## src/rtl/lcd_capture_if.sv

```systemverilog
// Two-pixel-per-beat LCD frame capture with AHB-lite register access.
// Accumulates per-channel pixel sums over a WIDTH x HEIGHT frame and flags completion.
module lcd_capture_if #(
   parameter int W_ADDR    = 32,
   parameter int W_DATA    = 32,
   parameter int W_WB_DATA = 2,
   parameter int IMG_PIX_W = 8,
   parameter int W_SIZE    = 12
) (
   input  logic                 HCLK,
   input  logic                 HRESET,
   input  logic                 sl_HREADY,
   input  logic                 sl_HSEL,
   input  logic [1:0]           sl_HTRANS,
   input  logic [2:0]           sl_HBURST,
   input  logic [2:0]           sl_HSIZE,
   input  logic [W_ADDR-1:0]    sl_HADDR,
   input  logic                 sl_HWRITE,
   input  logic [W_DATA-1:0]    sl_HWDATA,
   output logic                 out_sl_HREADY,
   output logic [1:0]           out_sl_HRESP,
   output logic [W_DATA-1:0]    out_sl_HRDATA,
   input  logic                 in_valid,
   input  logic [IMG_PIX_W-1:0] in_r0,
   input  logic [IMG_PIX_W-1:0] in_g0,
   input  logic [IMG_PIX_W-1:0] in_b0,
   input  logic [IMG_PIX_W-1:0] in_r1,
   input  logic [IMG_PIX_W-1:0] in_g1,
   input  logic [IMG_PIX_W-1:0] in_b1,
   output logic                 out_irq
);

   typedef enum logic [1:0] {
      ST_IDLE = 2'd0,
      ST_WAIT = 2'd1,
      ST_CAPT = 2'd2
   } state_t;

   state_t             state_r, state_n;
   logic [3:0]         sel_r;
   logic               we_r;
   logic [W_SIZE-1:0]  width_r, height_r, row_r, col_r;
   logic               en_r, irq_en_r, done_r, overrun_r;
   logic [31:0]        frame_cnt_r, sum_red_r, sum_grn_r, sum_blu_r;
   logic [31:0]        acc_red_r, acc_grn_r, acc_blu_r;
   logic [31:0]        add_red_s, add_grn_s, add_blu_s, rd_s;
   logic               beat_s, line_end_s, frame_end_s, addr_ok_s;
   logic               wr_s, w1c_done_s, w1c_ovr_s;
   logic               unused_ok_s;

   assign out_sl_HREADY = 1'b1;
   assign out_sl_HRESP  = 2'b00;
   assign out_irq       = irq_en_r & done_r;

   assign addr_ok_s   = sl_HSEL & sl_HREADY & sl_HTRANS[1];
   assign wr_s        = we_r;
   assign w1c_done_s  = wr_s & (sel_r == 4'd3) & sl_HWDATA[1];
   assign w1c_ovr_s   = wr_s & (sel_r == 4'd3) & sl_HWDATA[2];
   assign beat_s      = in_valid & en_r & (state_r != ST_IDLE);
   assign line_end_s  = (col_r == (width_r - W_SIZE'(2)));
   assign frame_end_s = beat_s & line_end_s & (row_r == (height_r - W_SIZE'(1)));
   assign add_red_s   = 32'(in_r0) + 32'(in_r1);
   assign add_grn_s   = 32'(in_g0) + 32'(in_g1);
   assign add_blu_s   = 32'(in_b0) + 32'(in_b1);
   assign unused_ok_s = ^{sl_HBURST, sl_HSIZE, sl_HADDR, sl_HWDATA};

   // Capture state register
   always_ff @(posedge HCLK) begin
      if (HRESET) state_r <= ST_IDLE;
      else        state_r <= state_n;
   end

   // Next-state logic; losing enable always returns to IDLE
   always_comb begin
      state_n = state_r;
      case (state_r)
         ST_IDLE: begin
            if (en_r) state_n = ST_WAIT;
            else      state_n = ST_IDLE;
         end
         ST_WAIT: begin
            if (!en_r)           state_n = ST_IDLE;
            else if (in_valid)   state_n = frame_end_s ? ST_WAIT : ST_CAPT;
            else                 state_n = ST_WAIT;
         end
         ST_CAPT: begin
            if (!en_r)            state_n = ST_IDLE;
            else if (frame_end_s) state_n = ST_WAIT;
            else                  state_n = ST_CAPT;
         end
         default: state_n = ST_IDLE;
      endcase
   end

   // Read mux, driven from the select latched in the address phase
   always_comb begin
      rd_s = 32'd0;
      case (sel_r)
         4'd0:    rd_s = 32'(width_r);
         4'd1:    rd_s = 32'(height_r);
         4'd2:    rd_s = {30'd0, irq_en_r, en_r};
         4'd3:    rd_s = {29'd0, overrun_r, done_r, (state_r == ST_CAPT)};
         4'd4:    rd_s = frame_cnt_r;
         4'd5:    rd_s = sum_red_r;
         4'd6:    rd_s = sum_grn_r;
         4'd7:    rd_s = sum_blu_r;
         4'd8:    rd_s = 32'(row_r);
         default: rd_s = 32'd0;
      endcase
   end
   assign out_sl_HRDATA = W_DATA'(rd_s);

   // Bus pipeline, register file, status flags and capture datapath
   always_ff @(posedge HCLK) begin
      if (HRESET) begin
         sel_r       <= 4'd0;
         we_r        <= 1'b0;
         width_r     <= W_SIZE'(768);
         height_r    <= W_SIZE'(512);
         en_r        <= 1'b0;
         irq_en_r    <= 1'b0;
         done_r      <= 1'b0;
         overrun_r   <= 1'b0;
         frame_cnt_r <= 32'd0;
         sum_red_r   <= 32'd0;
         sum_grn_r   <= 32'd0;
         sum_blu_r   <= 32'd0;
         acc_red_r   <= 32'd0;
         acc_grn_r   <= 32'd0;
         acc_blu_r   <= 32'd0;
         row_r       <= W_SIZE'(0);
         col_r       <= W_SIZE'(0);
      end else begin
         if (addr_ok_s) begin
            sel_r <= sl_HADDR[W_WB_DATA+3:W_WB_DATA];
            we_r  <= sl_HWRITE;
         end else begin
            we_r  <= 1'b0;
         end

         if (wr_s && (sel_r == 4'd0) && (state_r == ST_IDLE)) width_r  <= sl_HWDATA[W_SIZE-1:0];
         if (wr_s && (sel_r == 4'd1) && (state_r == ST_IDLE)) height_r <= sl_HWDATA[W_SIZE-1:0];
         if (wr_s && (sel_r == 4'd2)) begin
            en_r     <= sl_HWDATA[0];
            irq_en_r <= sl_HWDATA[1];
         end

         // A frame completion outranks a same-cycle W1C clear
         if (frame_end_s)     done_r <= 1'b1;
         else if (w1c_done_s) done_r <= 1'b0;
         if (frame_end_s && done_r) overrun_r <= 1'b1;
         else if (w1c_ovr_s)        overrun_r <= 1'b0;

         if (!en_r) begin
            acc_red_r <= 32'd0;
            acc_grn_r <= 32'd0;
            acc_blu_r <= 32'd0;
            row_r     <= W_SIZE'(0);
            col_r     <= W_SIZE'(0);
         end else if (frame_end_s) begin
            sum_red_r   <= acc_red_r + add_red_s;
            sum_grn_r   <= acc_grn_r + add_grn_s;
            sum_blu_r   <= acc_blu_r + add_blu_s;
            frame_cnt_r <= frame_cnt_r + 32'd1;
            acc_red_r   <= 32'd0;
            acc_grn_r   <= 32'd0;
            acc_blu_r   <= 32'd0;
            row_r       <= W_SIZE'(0);
            col_r       <= W_SIZE'(0);
         end else if (beat_s) begin
            acc_red_r <= acc_red_r + add_red_s;
            acc_grn_r <= acc_grn_r + add_grn_s;
            acc_blu_r <= acc_blu_r + add_blu_s;
            if (line_end_s) begin
               col_r <= W_SIZE'(0);
               row_r <= row_r + W_SIZE'(1);
            end else begin
               col_r <= col_r + W_SIZE'(2);
            end
         end
      end
   end

endmodule

```

## config.mk

```make
export PLATFORM = sky130hd
export DESIGN_NAME = lcd_capture_if
export DESIGN_NICKNAME = d
export VERILOG_FILES = /design/src/rtl/lcd_capture_if.sv
export SDC_FILE = /design/constraint.sdc
export NUM_CORES = 1
export LEC_CHECK = 0
export ABC_AREA = 1
export BUFFER_PORTS_ARGS = -buffer_cell sky130_fd_sc_hd__buf_2
export CORE_UTILIZATION = 40
export DETAILED_ROUTE_END_ITERATION = 12
export HOLD_SLACK_MARGIN = 0.05
export PLACE_DENSITY = 0.67
export SLEW_MARGIN = 20
export SYNTH_ARGS = -nofsm -noshare
export SYNTH_HDL_FRONTEND = slang
export SYNTH_SLANG_ARGS = --single-unit
```

## constraint.sdc

```tcl
create_clock -name HCLK -period 3.2 [get_ports HCLK]
set_input_delay 0.16 -clock HCLK [delete_from_list [all_inputs] [get_ports HCLK]]
set_output_delay 0.16 -clock HCLK [all_outputs]
set_load 0.005 [all_outputs]
```

# Yosys cells after proc, flatten, opt, wreduce, memory -nomap -nowiden
# Cells that the tools add are included.
[word_totals] latchBits=0 rom_bits=0 out_inout_bits=36 ramBits=0 reg_bits=283 wordCells=80 n_memories=0 inputBits=126
[classes] addsub=11 n_mul=0 shift=0 n_div=0 order_cmp=0 eq_ne=12 muxes=12 reduce_logical=15 bitwise_logic=12
[op_table] operator="32-bit one-hot mux with 9 select lines" n=1
[op_table] operator="32-bit by 9-bit adder with 32-bit output" n=3
[op_table] operator="32-bit by 1-bit adder with 32-bit output (second input constant)" n=1
[op_table] operator="8-bit by 8-bit adder with 9-bit output" n=3
[op_table] operator="12-bit == test" n=2
[op_table] operator="4-bit by 3-bit == test with 1-bit output (second input constant)" n=4
[op_table] operator="12-bit by 1-bit adder with 12-bit output (second input constant)" n=1
[op_table] operator="12-bit by 2-bit adder with 12-bit output (second input constant)" n=1
[op_table] operator="12-bit two-way mux" n=1
[op_table] operator="12-bit by 1-bit subtractor with 12-bit output (second input constant)" n=1
[op_table] operator="12-bit by 2-bit subtractor with 12-bit output (second input constant)" n=1
[op_table] operator="1-bit bitwise AND" n=10
[op_table] operator="4-bit by 2-bit == test with 1-bit output (second input constant)" n=2
[op_table] operator="2-bit two-way mux" n=4
[op_table] operator="1-bit logical AND" n=6
[op_table] operator="2-bit one-hot mux with 3 select lines" n=1
[op_table] operator="2-bit nonzero test" n=3
[op_table] operator="1-bit two-way mux" n=5
[op_table] operator="4-bit by 1-bit == test with 1-bit output (second input constant)" n=1
[op_table] operator="4-bit == test (second input constant)" n=1
[op_table] operator="4-bit logical NOT" n=1
[op_table] operator="2-bit AND reduction" n=2
[op_table] operator="3-bit OR reduction" n=1
[op_table] operator="2-bit by 1-bit == test with 1-bit output (second input constant)" n=1
[op_table] operator="4 further kinds" n=5

# Longest topological paths before layout
# Gate-level depths: netlist of run 1.
[depth] depth_word=8 depth_mapped=19

# Worst setup path before layout of run 1
# OpenSTA, ideal clock, no wires.
[synth_timing] kind="register to register" startpoint="reg acc_blu_r[1]" endpoint="reg sum_blu_r[19]" n_path_buf=0 slack_ps=456 stages_incl_launch_ff=15 arrival_time_ps=2628 cell_sequence="dfxtp_1 -> fa_1 -> ha_1 -> inv_1 -> fa_1 -> o21ai_0 -> nand2_1 -> nand2_1 -> nand2_1 -> nor2_1 -> nand3_1 -> o21ai_0 -> nand2_1 -> nor2_1 -> nor2_1"
[synth_between] elab_chain_cells=1
[synth_rtl] item="from (decl)" line_no="45" source="logic [31:0] acc_red_r, acc_grn_r, acc_blu_r;"
[synth_rtl] item="from (signal assigned)" line_no="173" source="acc_blu_r <= acc_blu_r + add_blu_s;"
[synth_rtl] item="32-bit by 9-bit adder with 32-bit output" line_no="163" source="sum_blu_r <= acc_blu_r + add_blu_s;"
[synth_rtl] item="to (signal assigned)" line_no="163"
[synth_rtl] item="to (decl)" line_no="44" source="logic [31:0] frame_cnt_r, sum_red_r, sum_grn_r, sum_blu_r;"
# No other way between the ends.
# A chain may end at the register's enable or synchronous reset.

# Final worst setup path of run 1
[layout_timing] startpoint="reg sel_r[1]" endpoint="out out_sl_HRDATA[7]"
[layout_between] elab_chain_cells=2
[layout_rtl] item="from (decl)" line_no="40" source="logic [3:0] sel_r;"
[layout_rtl] item="from (signal assigned)" line_no="135" source="sel_r <= sl_HADDR[W_WB_DATA+3:W_WB_DATA];"
[layout_rtl] item="4-bit == test, or another cell as far along" line_no="98" source="case (sel_r)"
[layout_rtl] item="32-bit one-hot mux with 9 select lines *" line_no="98"
[layout_rtl] item="to (decl)" line_no="22" source="output logic [W_DATA-1:0] out_sl_HRDATA,"
# Every way passes the cells marked *; elsewhere a longest branch is shown, timed or not.

==> results of run 1 <==
## through the flow
stage / instances / util [%] / hold WS [ns]
after floorplan: 2510 / - / 0.286
after global placement: 3083 / 43.4 / 0.397
after detailed placement: 3083 / 43.4 / 0.395
after CTS: 3163 / 46.8 / 0.0562
after global routing: 3163 / 46.8 / 0.0872
final: 3163 / 46.8 / 0.0643
## worst paths after layout
kind                                   start                    endpoint  slack (ns)  cells past startpoint
hold reg to reg   acc_blu_r[29]$_SDFFE_PP0P_  acc_blu_r[29]$_SDFFE_PP0P_        0.47                      2
setup / recovery       sel_r[1]$_SDFFE_PP0P_            out_sl_HRDATA[7]        0.20                      8
setup reg to reg   acc_red_r[1]$_SDFFE_PP0P_  acc_red_r[23]$_SDFFE_PP0P_        0.28                     14
hold / removal                     sl_HREADY             we_r$_SDFF_PP0_        0.06                      3
## cell usage after synthesis (5+ instances only)
cell	number	area (µm²)
sky130_fd_sc_hd__o21bai_1	5	37.5
sky130_fd_sc_hd__nand2_1	623	2340
sky130_fd_sc_hd__dfxtp_1	282	5650
sky130_fd_sc_hd__a21o_1	7	52.6
sky130_fd_sc_hd__o21ai_0	163	816
sky130_fd_sc_hd__a221oi_1	11	96.3
sky130_fd_sc_hd__clkbuf_1	64	240
sky130_fd_sc_hd__nand3_1	112	561
sky130_fd_sc_hd__xor2_1	89	780
sky130_fd_sc_hd__o2111ai_1	18	158
sky130_fd_sc_hd__inv_1	254	953
sky130_fd_sc_hd__fa_1	27	541
sky130_fd_sc_hd__buf_2	26	130
sky130_fd_sc_hd__xnor2_1	38	333
sky130_fd_sc_hd__a21oi_1	189	946
sky130_fd_sc_hd__nor2_2	5	31.3
sky130_fd_sc_hd__nor3_1	43	215
sky130_fd_sc_hd__nor4_1	12	75.1
sky130_fd_sc_hd__o22ai_1	19	119
sky130_fd_sc_hd__nor2_1	386	1450
sky130_fd_sc_hd__buf_1	6	22.5
sky130_fd_sc_hd__nand4_1	57	357
sky130_fd_sc_hd__o211ai_1	5	37.5
sky130_fd_sc_hd__or2_2	5	31.3
sky130_fd_sc_hd__ha_1	29	363
## what timing repair did
item,in CTS,in global routing
hold buffers,18,0
gates resized for setup,0,7
hold endpoints to repair,34,0
setup endpoints to repair,0,35
## kinds of logic after synthesis
logic type	Yosys count	synth area share, %
simple gates	1259	31.3
compound gates	421	13.8
buf+inv	362	8.67
flops	282	34.0
xor+xnor	127	6.70
fa+ha+maj	56	5.45
other cells	2	0.0453
## metal layers
metal  track usage [%]  wire length (µm)  up-vias  share of wire, %
met1              32.5             22900     7811                44
met2              40.1             23300      557                45
met3              5.50              4330       84               8.3
met4              7.51              1510        0               2.9
met5                 0                 0        -                 0
li1                  -                 -     8295                 -
## power by group
group | internal (mW) | switching, mW | leakage, nW
sequential | 3.52 | 0.00716 | 2.27
combinational | 0.200 | 0.335 | 4.90
clock | 2.49 | 1.61 | 0.584
## critical path, delay by kind of cell, from the launching register on
| kind | cells | cell delay (ns) |
|---|---|---|
| compound gates | 2 | 0.65 |
| simple gates | 3 | 0.77 |
| buf+inv | 3 | 0.50 |
| flops | 1 | 0.37 |
## cell type report
cell class,count,share of cell area (%)
repair buffers,164,5.78
clock inverters,13,0.890
clock buffers,49,5.38
well taps,532,3.48
inverters,257,5.05
flip-flops and latches,282,29.5
multi-input cells,1866,49.9
## cells in the final DEF (no fill, tap or decap), types with 3 or more instances in the layout
cell | netlist | layout
sky130_fd_sc_hd__nand2_1 | 623 | 621
sky130_fd_sc_hd__nor2_1 | 386 | 383
sky130_fd_sc_hd__dfxtp_1 | 282 | 282
sky130_fd_sc_hd__inv_1 | 254 | 253
sky130_fd_sc_hd__a21oi_1 | 189 | 189
sky130_fd_sc_hd__o21ai_0 | 163 | 160
sky130_fd_sc_hd__nand3_1 | 112 | 111
sky130_fd_sc_hd__buf_2 | 26 | 103
sky130_fd_sc_hd__xor2_1 | 89 | 89
sky130_fd_sc_hd__nand4_1 | 57 | 57
sky130_fd_sc_hd__nor3_1 | 43 | 43
sky130_fd_sc_hd__xnor2_1 | 38 | 38
sky130_fd_sc_hd__buf_4 | 4 | 36
sky130_fd_sc_hd__clkbuf_16 | 0 | 35
sky130_fd_sc_hd__ha_1 | 29 | 29
sky130_fd_sc_hd__fa_1 | 27 | 27
sky130_fd_sc_hd__o22ai_1 | 19 | 19
sky130_fd_sc_hd__o2111ai_1 | 18 | 18
sky130_fd_sc_hd__dlygate4sd3_1 | 0 | 18
sky130_fd_sc_hd__nor4_1 | 12 | 12
sky130_fd_sc_hd__a221oi_1 | 11 | 11
sky130_fd_sc_hd__clkbuf_8 | 0 | 10
sky130_fd_sc_hd__nor2_2 | 5 | 8
sky130_fd_sc_hd__a21o_1 | 7 | 7
sky130_fd_sc_hd__buf_12 | 0 | 7
sky130_fd_sc_hd__clkinv_2 | 0 | 6
sky130_fd_sc_hd__o211ai_1 | 5 | 5
sky130_fd_sc_hd__o21bai_1 | 5 | 5
sky130_fd_sc_hd__or2_2 | 5 | 5
sky130_fd_sc_hd__nor3b_1 | 4 | 4
sky130_fd_sc_hd__nand3b_1 | 4 | 4
sky130_fd_sc_hd__clkbuf_1 | 64 | 4
sky130_fd_sc_hd__inv_2 | 2 | 3
sky130_fd_sc_hd__nand3_2 | 3 | 3
sky130_fd_sc_hd__o21ai_1 | 0 | 3
sky130_fd_sc_hd__conb_1 | 2 | 3
sky130_fd_sc_hd__bufinv_16 | 0 | 3
sky130_fd_sc_hd__clkinvlp_4 | 0 | 3
## state kept, by name, summed over array words and instances (netlist names), 4 cells and up
signal       flops
sum_red_r       32
sum_grn_r       32
width_r         12
sum_blu_r       32
frame_cnt_r     32
acc_blu_r       32
col_r           11
height_r        12
acc_red_r       32
row_r           12
acc_grn_r       32
sel_r            4
==> results.py, run 1 <==
metrics = {
    "worst_setup_path": {
        "worstPathMaxFanout": 17,
        "critPathMaxStageDelay_ns": 0.52,
        "slowest_stage": "sky130_fd_sc_hd__o22ai_1",
        "arrival_time_of_data_at_the_critical_path_endpoint_ns": 2.84,
        "setup.worst_path.end_class": "output port",
        "crit_type": "reg2out",
        "worst_setup_sp_type": "flip-flop",
        "worst_ep_required_time_ns": 3.04,
        "critical_path.cell_chain": "inv_1 > nor2_1 > nand2_2 > buf_4 > o22ai_1 > nor3_1 > o21ai_0 > buf_2",
    },
    "finish": {
        "drive_gt1_share_pct": 8.74,
        "combined_area_of_the_multi_input_logic_cells_um2": 9540,
        "num-fill-cells": 4134,
        "layout-area-overhead-vs-synth_pct": 15.3,
        "final_instance_area_um2": 19100,
        "final-seq-area_um2": 5650,
        "antenna-diode-count": 0,
        "final_net_count": 2787,
    },
    "sta": {
        "report.final.slew_viol_count": 0,
        "period_minus_slack_ns": 3.00,
        "finalHoldViolCount": 0,
        "worstMarginPinSlew_ns": 0.913,
        "timing.final.ws_setup_ns": 0.199,
        "slew_headroom_pct": 39.1,
        "maxClockFrequency_ghz": 0.333,
        "rsz0062_at_grt": "false",
        "fin_setup_tns_ns": 0,
        "finClkSkew_ns": 0.0207,
        "fin_crit_sh_pct": 93.8,
        "setup_viol_count_final": 0,
    },
    "die": {
        "die_area_um2": 42300,
        "placeableCoreArea_um2": 40800,
        "row_count": 74,
        "io-pin-count": 162,
        "die_height_um": 206,
        "initial_cell_density_of_the_core_pct": 40.6,
        "die_width_um": 206,
    },
    "drt": {
        "drtPass1Iterations": 6,
        "dr.first_iter.drc_count": 1400,
        "detail-route-antenna-nets": 0,
        "vias_per_inst": 5.29,
        "totalWireLength_um": 52000,
        "number_of_vias_in_the_routed_layout": 16700,
        "detail_route.wl_per_cell_um": 16.4,
        "remaining_drc_errors": 0,
    },
    "synthesis": {
        "yosys_warnings": 0,
        "combined_area_of_all_synthesized_cells_um2": 16600,
        "synth.ff_latch_count": 282,
        "syn_inst": 2509,
        "synth_enable_flop_cells": 0,
        "synth-main-ff-cell": "sky130_fd_sc_hd__dfxtp_1",
        "synth.yosys.seq_area_share_pct": 34.0,
        "synth_async_sr_flop_share_pct": 0,
        "post_synth_num_cell_types": 42,
        "mean_instance_size_in_the_synthesized_netlist_um2": 6.61,
    },
    "placement": {
        "detailed_place.area_um2": 17700,
        "preCtsSetupSlack_ns": 0.127,
        "buffer_ports.inserted": 103,
        "gp_weighted_congestion": 0.999,
        "dp_hpwl_um": 38700,
    },
    "outcome": {
        "run_status": "finished clean",
    },
    "global_routing": {
        "grt_pass1_wl_um": 83200,
        "gr-total-overflow": 0,
        "first_global_vias": 15900,
        "grt_max_degree": 163,
        "gr-usage-all-layers_pct": 24.7,
        "antenna_found_initial": 0,
    },
    "clock_tree": {
        "insertion_delay_ns": 0.53,
        "tritoncts": "built",
        "root_buffer": "sky130_fd_sc_hd__clkbuf_16",
        "cts.clk_slew.worst_paths_ns": 0.06,
        "cts-htree-levels": 2,
        "clkSinkCount": 282,
        "ctsLongestPathBuffers": 3,
        "setup_fix_bufs_post_cts": 0,
        "tritoncts.num_buffers": 34,
    },
    "job": {
        "max_cap_violations": 0,
    },
    "pwr": {
        "finalPower_mw": 8.16,
        "p_leak_nw": 7.76,
        "power_density_nw_per_um2": 427,
        "max-vdd-ir-drop_mv": 0.273,
    },
    "worst_hold_path": {
        "worstHoldPathType": "in2reg",
    },
}
Power figures use the tool's default switching activity.
==> run 2: changes to the inputs <==
--- a/config.mk
+++ b/config.mk
@@ -11,6 +11,7 @@
 export DETAILED_ROUTE_END_ITERATION = 12
 export HOLD_SLACK_MARGIN = 0.05
 export PLACE_DENSITY = 0.67
+export REMOVE_ABC_BUFFERS = 1
 export SLEW_MARGIN = 20
 export SYNTH_ARGS = -nofsm -noshare
 export SYNTH_HDL_FRONTEND = slang
==> results.py, run 2 (same netlist as run 1, synthesis figures left out) <==
metrics = {
    "die": {
        "placeableCoreArea_um2": 40800,
        "io-pin-count": 162,
        "die_height_um": 206,
        "die_area_um2": 42300,
        "die_width_um": 206,
        "row_count": 74,
        "initial_cell_density_of_the_core_pct": 40.6,
    },
    "job": {
        "max_cap_violations": 0,
    },
    "clock_tree": {
        "cts-htree-levels": 2,
        "root_buffer": "sky130_fd_sc_hd__clkbuf_16",
        "insertion_delay_ns": 0.53,
        "cts.clk_slew.worst_paths_ns": 0.06,
        "tritoncts": "built",
        "clkSinkCount": 282,
        "tritoncts.num_buffers": 34,
        "setup_fix_bufs_post_cts": 0,
        "ctsLongestPathBuffers": 3,
    },
    "finish": {
        "num-fill-cells": 4253,
        "antenna-diode-count": 0,
        "mostFrequentLayoutCell": "sky130_fd_sc_hd__nand2_1",
        "combined_area_of_the_multi_input_logic_cells_um2": 9540,
        "instances_no_fill": 3154,
        "final_net_count": 2780,
        "layout_common_cells": "622 x sky130_fd_sc_hd__nand2_1, 384 x sky130_fd_sc_hd__nor2_1, 282 x sky130_fd_sc_hd__dfxtp_1",
        "layout-area-overhead-vs-synth_pct": 14.3,
        "drive_gt1_share_pct": 8.20,
        "final-seq-area_um2": 5650,
    },
    "sta": {
        "worstMarginPinSlew_ns": 0.770,
        "finClkSkew_ns": 0.0128,
        "period_minus_slack_ns": 2.89,
        "timing.final.ws_setup_ns": 0.313,
        "rsz0062_at_grt": "false",
        "report.final.slew_viol_count": 0,
        "setup_viol_count_final": 0,
        "finalHoldViolCount": 0,
        "fin_crit_sh_pct": 90.2,
        "slew_headroom_pct": 48.6,
        "maxClockFrequency_ghz": 0.346,
    },
    "drt": {
        "dr.first_iter.drc_count": 1379,
        "number_of_vias_in_the_routed_layout": 16500,
        "detail-route-antenna-nets": 0,
        "vias_per_inst": 5.25,
        "drtPass1Iterations": 5,
        "totalWireLength_um": 52200,
        "remaining_drc_errors": 0,
        "detail_route.wl_per_cell_um": 16.6,
    },
    "worst_hold_path": {
        "worstHoldPathType": "in2reg",
        "hold_path.startpoint": "sl_HREADY",
        "worstHoldPathCells": 3,
        "worstHoldEndpoint": "we_r$_SDFF_PP0_",
    },
    "global_routing": {
        "grt_max_degree": 83,
        "first_global_vias": 15600,
        "grt_pass1_wl_um": 83500,
        "gr-total-overflow": 0,
        "antenna_found_initial": 0,
        "gr-usage-all-layers_pct": 24.8,
    },
    "worst_setup_path": {
        "timing.rr.start": "acc_red_r[1]$_SDFFE_PP0P_",
        "worst_setup_sp_type": "flip-flop",
        "r2r-end": "acc_red_r[23]$_SDFFE_PP0P_",
        "critical_path.cell_chain": "fa_1 > ha_1 > inv_1 > fa_1 > inv_1 > nand2_1 > o21ai_0 > nand2_1 > nand2_1 > nand2_1 > nor2_1 > xor2_1 > nand2_1 > a21oi_1",
        "critical-path-top-delay-family": "adder cells",
        "flop_to_flop_setup_slack_ns": 0.31,
        "arrival_time_of_data_at_the_critical_path_endpoint_ns": 3.33,
        "worst_ep_required_time_ns": 3.64,
        "reg2regPathDepth": 14,
        "cp_common_cell": "sky130_fd_sc_hd__nand2_1",
        "slowest_stage": "sky130_fd_sc_hd__fa_1",
        "setup.worst_path.end_class": "flip-flop",
        "crit_type": "reg2reg",
        "worstPathMaxFanout": 4,
        "critPathMaxStageDelay_ns": 0.48,
        "worstPathBufferInverterCount": 2,
    },
    "pwr": {
        "max-vdd-ir-drop_mv": 0.384,
        "power_density_nw_per_um2": 419,
        "p_leak_nw": 7.67,
    },
    "placement": {
        "placed_instances": 3076,
        "gp_weighted_congestion": 0.994,
        "dp_hpwl_um": 39200,
        "preCtsSetupSlack_ns": 0.208,
        "buffer_ports.inserted": 103,
    },
    "outcome": {
        "run_status": "finished clean",
    },
}
-- run 2: cell types whose count changed in the layout (fill, tap and decap cells not counted), sizes merged --
| cell | previous run | this run |
|---|---|---|
| buf | 146 | 139 |
| bufinv | 3 | 2 |
| clkbuf | 49 | 48 |
| clkinv | 8 | 7 |
| clkinvlp | 3 | 2 |
| inv | 256 | 258 |
-- run 2: what timing repair did --
action | 4_1_cts | 5_1_grt
endpoints found under the hold margin | 35 | 0
hold buffers | 18 | 0
resized for setup | 0 | 4
setup endpoints to repair | 0 | 13
-- run 2: power by group --
group	leakage (nW)	internal (mW)	total (mW)	switching [mW]
combinational	4.86	0.205	0.562	0.357
sequential	2.27	3.52	3.52	0.00691
clock	0.536	2.27	3.85	1.58
-- run 2: per-stage QoR --
step | TNS (ns) | power [mW] | util [%] | cell area, µm² | hold WS (ns)
after floorplan | -581.38 | 3.93 | - | 16100 | 0.229
after global placement | 0 | 4.13 | 43.3 | 17700 | 0.398
after detailed placement | 0 | 4.14 | 43.3 | 17700 | 0.397
after CTS | 0 | 7.99 | 46.4 | 19000 | 0.0597
after global routing | 0 | 8.23 | 46.4 | 19000 | 0.112
final | 0 | 7.94 | 46.4 | 19000 | 0.0643
-- run 2: routing by layer --
metal / track usage [%] / up-vias / routed length (µm)
li1: - / 8278 / -
met1: 34.2 / 7707 / 23800
met2: 41.2 / 493 / 24300
met3: 2.93 / 66 / 3140
met4: 5.74 / 0 / 1050
met5: 0 / - / 0
-- run 2: worst register-to-register path, stage by stage, from the launching register on --
cell and delay (ns):
sky130_fd_sc_hd__dfxtp_1 0.32, sky130_fd_sc_hd__fa_1 0.48, sky130_fd_sc_hd__ha_1 0.17, sky130_fd_sc_hd__inv_1 0.06
sky130_fd_sc_hd__fa_1 0.40, sky130_fd_sc_hd__inv_1 0.07, sky130_fd_sc_hd__nand2_1 0.04, sky130_fd_sc_hd__o21ai_0 0.25
sky130_fd_sc_hd__nand2_1 0.09, sky130_fd_sc_hd__nand2_1 0.11, sky130_fd_sc_hd__nand2_1 0.13, sky130_fd_sc_hd__nor2_1 0.25
sky130_fd_sc_hd__xor2_1 0.22, sky130_fd_sc_hd__nand2_1 0.07, sky130_fd_sc_hd__a21oi_1 0.17
-- run 2: final cells by class --
class	instances	share of cell area (%)
Clock buffer	48	5.08
Clock inverter	12	0.706
Inverter	257	5.09
Multi-Input combinational cell	1866	50.3
Sequential cell	282	29.8
Tap cell	532	3.51
Timing Repair Buffer	157	5.56
-- run 2: worst max path at each step --
stage | endpoint | slack, ns | from | cells after the start
after detailed placement | sum_blu_r[21]$_SDFFE_PP0P_ | 0.21 | in_b0[1] | 15
final | acc_red_r[23]$_SDFFE_PP0P_ | 0.31 | acc_red_r[1]$_SDFFE_PP0P_ | 14
after CTS | sum_blu_r[21]$_SDFFE_PP0P_ | 0.20 | acc_blu_r[1]$_SDFFE_PP0P_ | 14
after global routing | sum_blu_r[19]$_SDFFE_PP0P_ | 0.02 | acc_blu_r[1]$_SDFFE_PP0P_ | 14
after floorplan | acc_blu_r[16]$_SDFFE_PP0P_ | -2.90 | en_r$_SDFFE_PP0P_ | 11
after global placement | sum_blu_r[21]$_SDFFE_PP0P_ | 0.21 | in_b0[1] | 15
==> run 3: changes to the inputs <==
--- a/config.mk
+++ b/config.mk
@@ -7,10 +7,10 @@
 export LEC_CHECK = 0
 export ABC_AREA = 1
 export BUFFER_PORTS_ARGS = -buffer_cell sky130_fd_sc_hd__buf_2
-export CORE_UTILIZATION = 40
+export CORE_UTILIZATION = 45
 export DETAILED_ROUTE_END_ITERATION = 12
 export HOLD_SLACK_MARGIN = 0.05
-export PLACE_DENSITY = 0.67
+export PLACE_DENSITY = 0.72
 export REMOVE_ABC_BUFFERS = 1
 export SLEW_MARGIN = 20
 export SYNTH_ARGS = -nofsm -noshare
==> results.py, run 3 (same netlist as run 1, synthesis figures left out) <==
metrics = {
    "outcome": {
        "run_status": "finished clean",
    },
    "worst_setup_path": {
        "setup.worst_path.end_class": "output port",
        "crit_type": "reg2out",
        "worstPathBufferInverterCount": 2,
        "timing.critical_path.from": "sel_r[1]$_SDFFE_PP0P_",
        "critical_path.cell_chain": "inv_1 > nor2_1 > nand2_2 > o22ai_1 > a2111oi_0 > o21ai_0 > buf_2",
        "r2r-end": "acc_grn_r[23]$_SDFFE_PP0P_",
        "critical-path-top-delay-family": "compound AO/OA/AOI/OAI gates",
        "setup.worst_path.end": "out_sl_HRDATA[5]",
        "timing.rr.start": "acc_grn_r[1]$_SDFFE_PP0P_",
        "worst_ep_required_time_ns": 3.04,
        "flop_to_flop_setup_slack_ns": 0.24,
        "critPathMaxStageDelay_ns": 0.83,
        "worstPathMaxFanout": 19,
        "arrival_time_of_data_at_the_critical_path_endpoint_ns": 2.97,
        "worst_setup_sp_type": "flip-flop",
        "reg2regPathDepth": 14,
        "slowest_stage": "sky130_fd_sc_hd__a2111oi_0",
        "critical_path_depth": 7,
    },
    "finish": {
        "final_net_count": 2779,
        "antenna-diode-count": 0,
        "drive_gt1_share_pct": 8.21,
        "num-fill-cells": 3661,
        "mostFrequentLayoutCell": "sky130_fd_sc_hd__nand2_1",
        "final_instance_area_um2": 18900,
        "combined_area_of_the_multi_input_logic_cells_um2": 9540,
        "layout-area-overhead-vs-synth_pct": 13.7,
        "final_core_utilization_pct": 52.5,
        "instances_no_fill": 3080,
        "final-seq-area_um2": 5650,
        "layout_common_cells": "621 x sky130_fd_sc_hd__nand2_1, 384 x sky130_fd_sc_hd__nor2_1, 282 x sky130_fd_sc_hd__dfxtp_1",
    },
    "clock_tree": {
        "tritoncts": "built",
        "clkSinkCount": 282,
        "insertion_delay_ns": 0.55,
        "root_buffer": "sky130_fd_sc_hd__clkbuf_16",
        "cts-htree-levels": 2,
        "ctsLongestPathBuffers": 3,
        "cts.clk_slew.worst_paths_ns": 0.05,
        "tritoncts.num_buffers": 34,
        "setup_fix_bufs_post_cts": 0,
    },
    "drt": {
        "dr.first_iter.drc_count": 1306,
        "detail_route.wl_per_cell_um": 17.1,
        "vias_per_inst": 5.43,
        "number_of_vias_in_the_routed_layout": 16700,
        "detail-route-antenna-nets": 0,
        "remaining_drc_errors": 0,
        "drtPass1Iterations": 6,
        "totalWireLength_um": 52800,
    },
    "pwr": {
        "max-vdd-ir-drop_mv": 0.372,
        "finalPower_mw": 7.91,
        "power_density_nw_per_um2": 419,
        "p_leak_nw": 7.68,
    },
    "placement": {
        "gp_weighted_congestion": 0.983,
        "buffer_ports.inserted": 103,
        "placed_instances": 3003,
        "detailed_place.area_um2": 17600,
        "dp_hpwl_um": 38800,
        "preCtsSetupSlack_ns": 0.151,
    },
    "sta": {
        "finClkSkew_ns": 0.0238,
        "rsz0062_at_grt": "false",
        "timing.final.ws_setup_ns": 0.0655,
        "period_minus_slack_ns": 3.13,
        "maxClockFrequency_ghz": 0.319,
        "worstMarginPinSlew_ns": 0.916,
        "slew_headroom_pct": 37.4,
        "fin_crit_sh_pct": 98.0,
        "finalHoldViolCount": 0,
        "setup_viol_count_final": 0,
        "report.final.slew_viol_count": 0,
    },
    "die": {
        "die_width_um": 194,
        "initial_cell_density_of_the_core_pct": 46.2,
        "die_height_um": 194,
        "row_count": 69,
        "placeableCoreArea_um2": 35900,
        "die_area_um2": 37600,
        "io-pin-count": 162,
    },
    "global_routing": {
        "grt_max_degree": 163,
        "antenna_found_initial": 0,
        "first_global_vias": 15800,
        "grt_pass1_wl_um": 83700,
        "gr-usage-all-layers_pct": 27.7,
        "gr-total-overflow": 0,
    },
    "job": {
        "max_cap_violations": 0,
    },
    "worst_hold_path": {
        "worstHoldPathType": "in2reg",
    },
}
[run 3: cell count changes in the layout (fill, tap and decap cells not counted), moves of 2 or more]
| cell | delta |
|---|---|
| sky130_fd_sc_hd__clkinv_2 | +5 |
| sky130_fd_sc_hd__clkbuf_1 | -3 |
| sky130_fd_sc_hd__buf_4 | -2 |
| sky130_fd_sc_hd__clkinvlp_4 | -2 |
[run 3: how the worst min path moves through the flow]
stage	cells after the start	slack, ns	from	end
finish	3	0.08	sl_HREADY	sel_r[0]$_SDFFE_PP0P_
global route	3	0.12	sl_HREADY	sel_r[0]$_SDFFE_PP0P_
CTS	3	0.07	sl_HREADY	sel_r[2]$_SDFFE_PP0P_
detailed placement	3	0.41	sl_HWRITE	we_r$_SDFF_PP0_
global placement	3	0.39	sl_HWDATA[8]	width_r[8]$_SDFFE_PP1P_
floorplan	1	0.23	HRESET	done_r$_SDFFE_PP0P_
[run 3: worst register-to-register path: stages, from the launching register on]
cell	delay, ns
sky130_fd_sc_hd__dfxtp_1	0.32
sky130_fd_sc_hd__fa_1	0.48
sky130_fd_sc_hd__ha_1	0.14
sky130_fd_sc_hd__inv_1	0.06
sky130_fd_sc_hd__fa_1	0.42
sky130_fd_sc_hd__o21ai_0	0.33
sky130_fd_sc_hd__nand2_1	0.08
sky130_fd_sc_hd__nand2_1	0.17
sky130_fd_sc_hd__nand2_1	0.13
sky130_fd_sc_hd__nor2_1	0.10
sky130_fd_sc_hd__buf_4	0.15
sky130_fd_sc_hd__nand3_1	0.08
sky130_fd_sc_hd__xor2_1	0.21
sky130_fd_sc_hd__nand2_1	0.08
sky130_fd_sc_hd__a21oi_1	0.15
[run 3: final cells by class]
| type | instances | share of cell area [%] |
|---|---|---|
| multi-input combinational | 1866 | 50.6 |
| sequential | 282 | 29.9 |
| timing repair buffer | 156 | 5.56 |
| inverter | 257 | 5.12 |
| clock buffer | 45 | 5.11 |
| tap | 461 | 3.06 |
| clock inverter | 13 | 0.630 |
[run 3: routing by layer]
layer  part of all wire, %  track usage (%)
met2                    46             45.8
met4                   3.7             10.9
met1                    44             36.3
met3                   6.4             4.42
met5                     0                0
[run 3: per-stage QoR]
stage | TNS [ns] | hold WS, ns
2_1_floorplan | -581.38 | 0.229
3_3_place_gp | 0 | 0.389
3_5_place_dp | 0 | 0.407
4_1_cts | 0 | 0.0686
5_1_grt | 0 | 0.123
6_report | 0 | 0.0771
[run 3: power by group]
part           total, mW  switching (mW)  internal [mW]
Clock               3.84            1.56           2.27
Sequential          3.52         0.00724           3.52
Combinational      0.543           0.342          0.202
[run 3: what timing repair did]
item	in CTS	in global routing
hold endpoints to repair	35	0
resized for setup	0	4
hold buffers	19	0
endpoints found under the setup margin	0	13
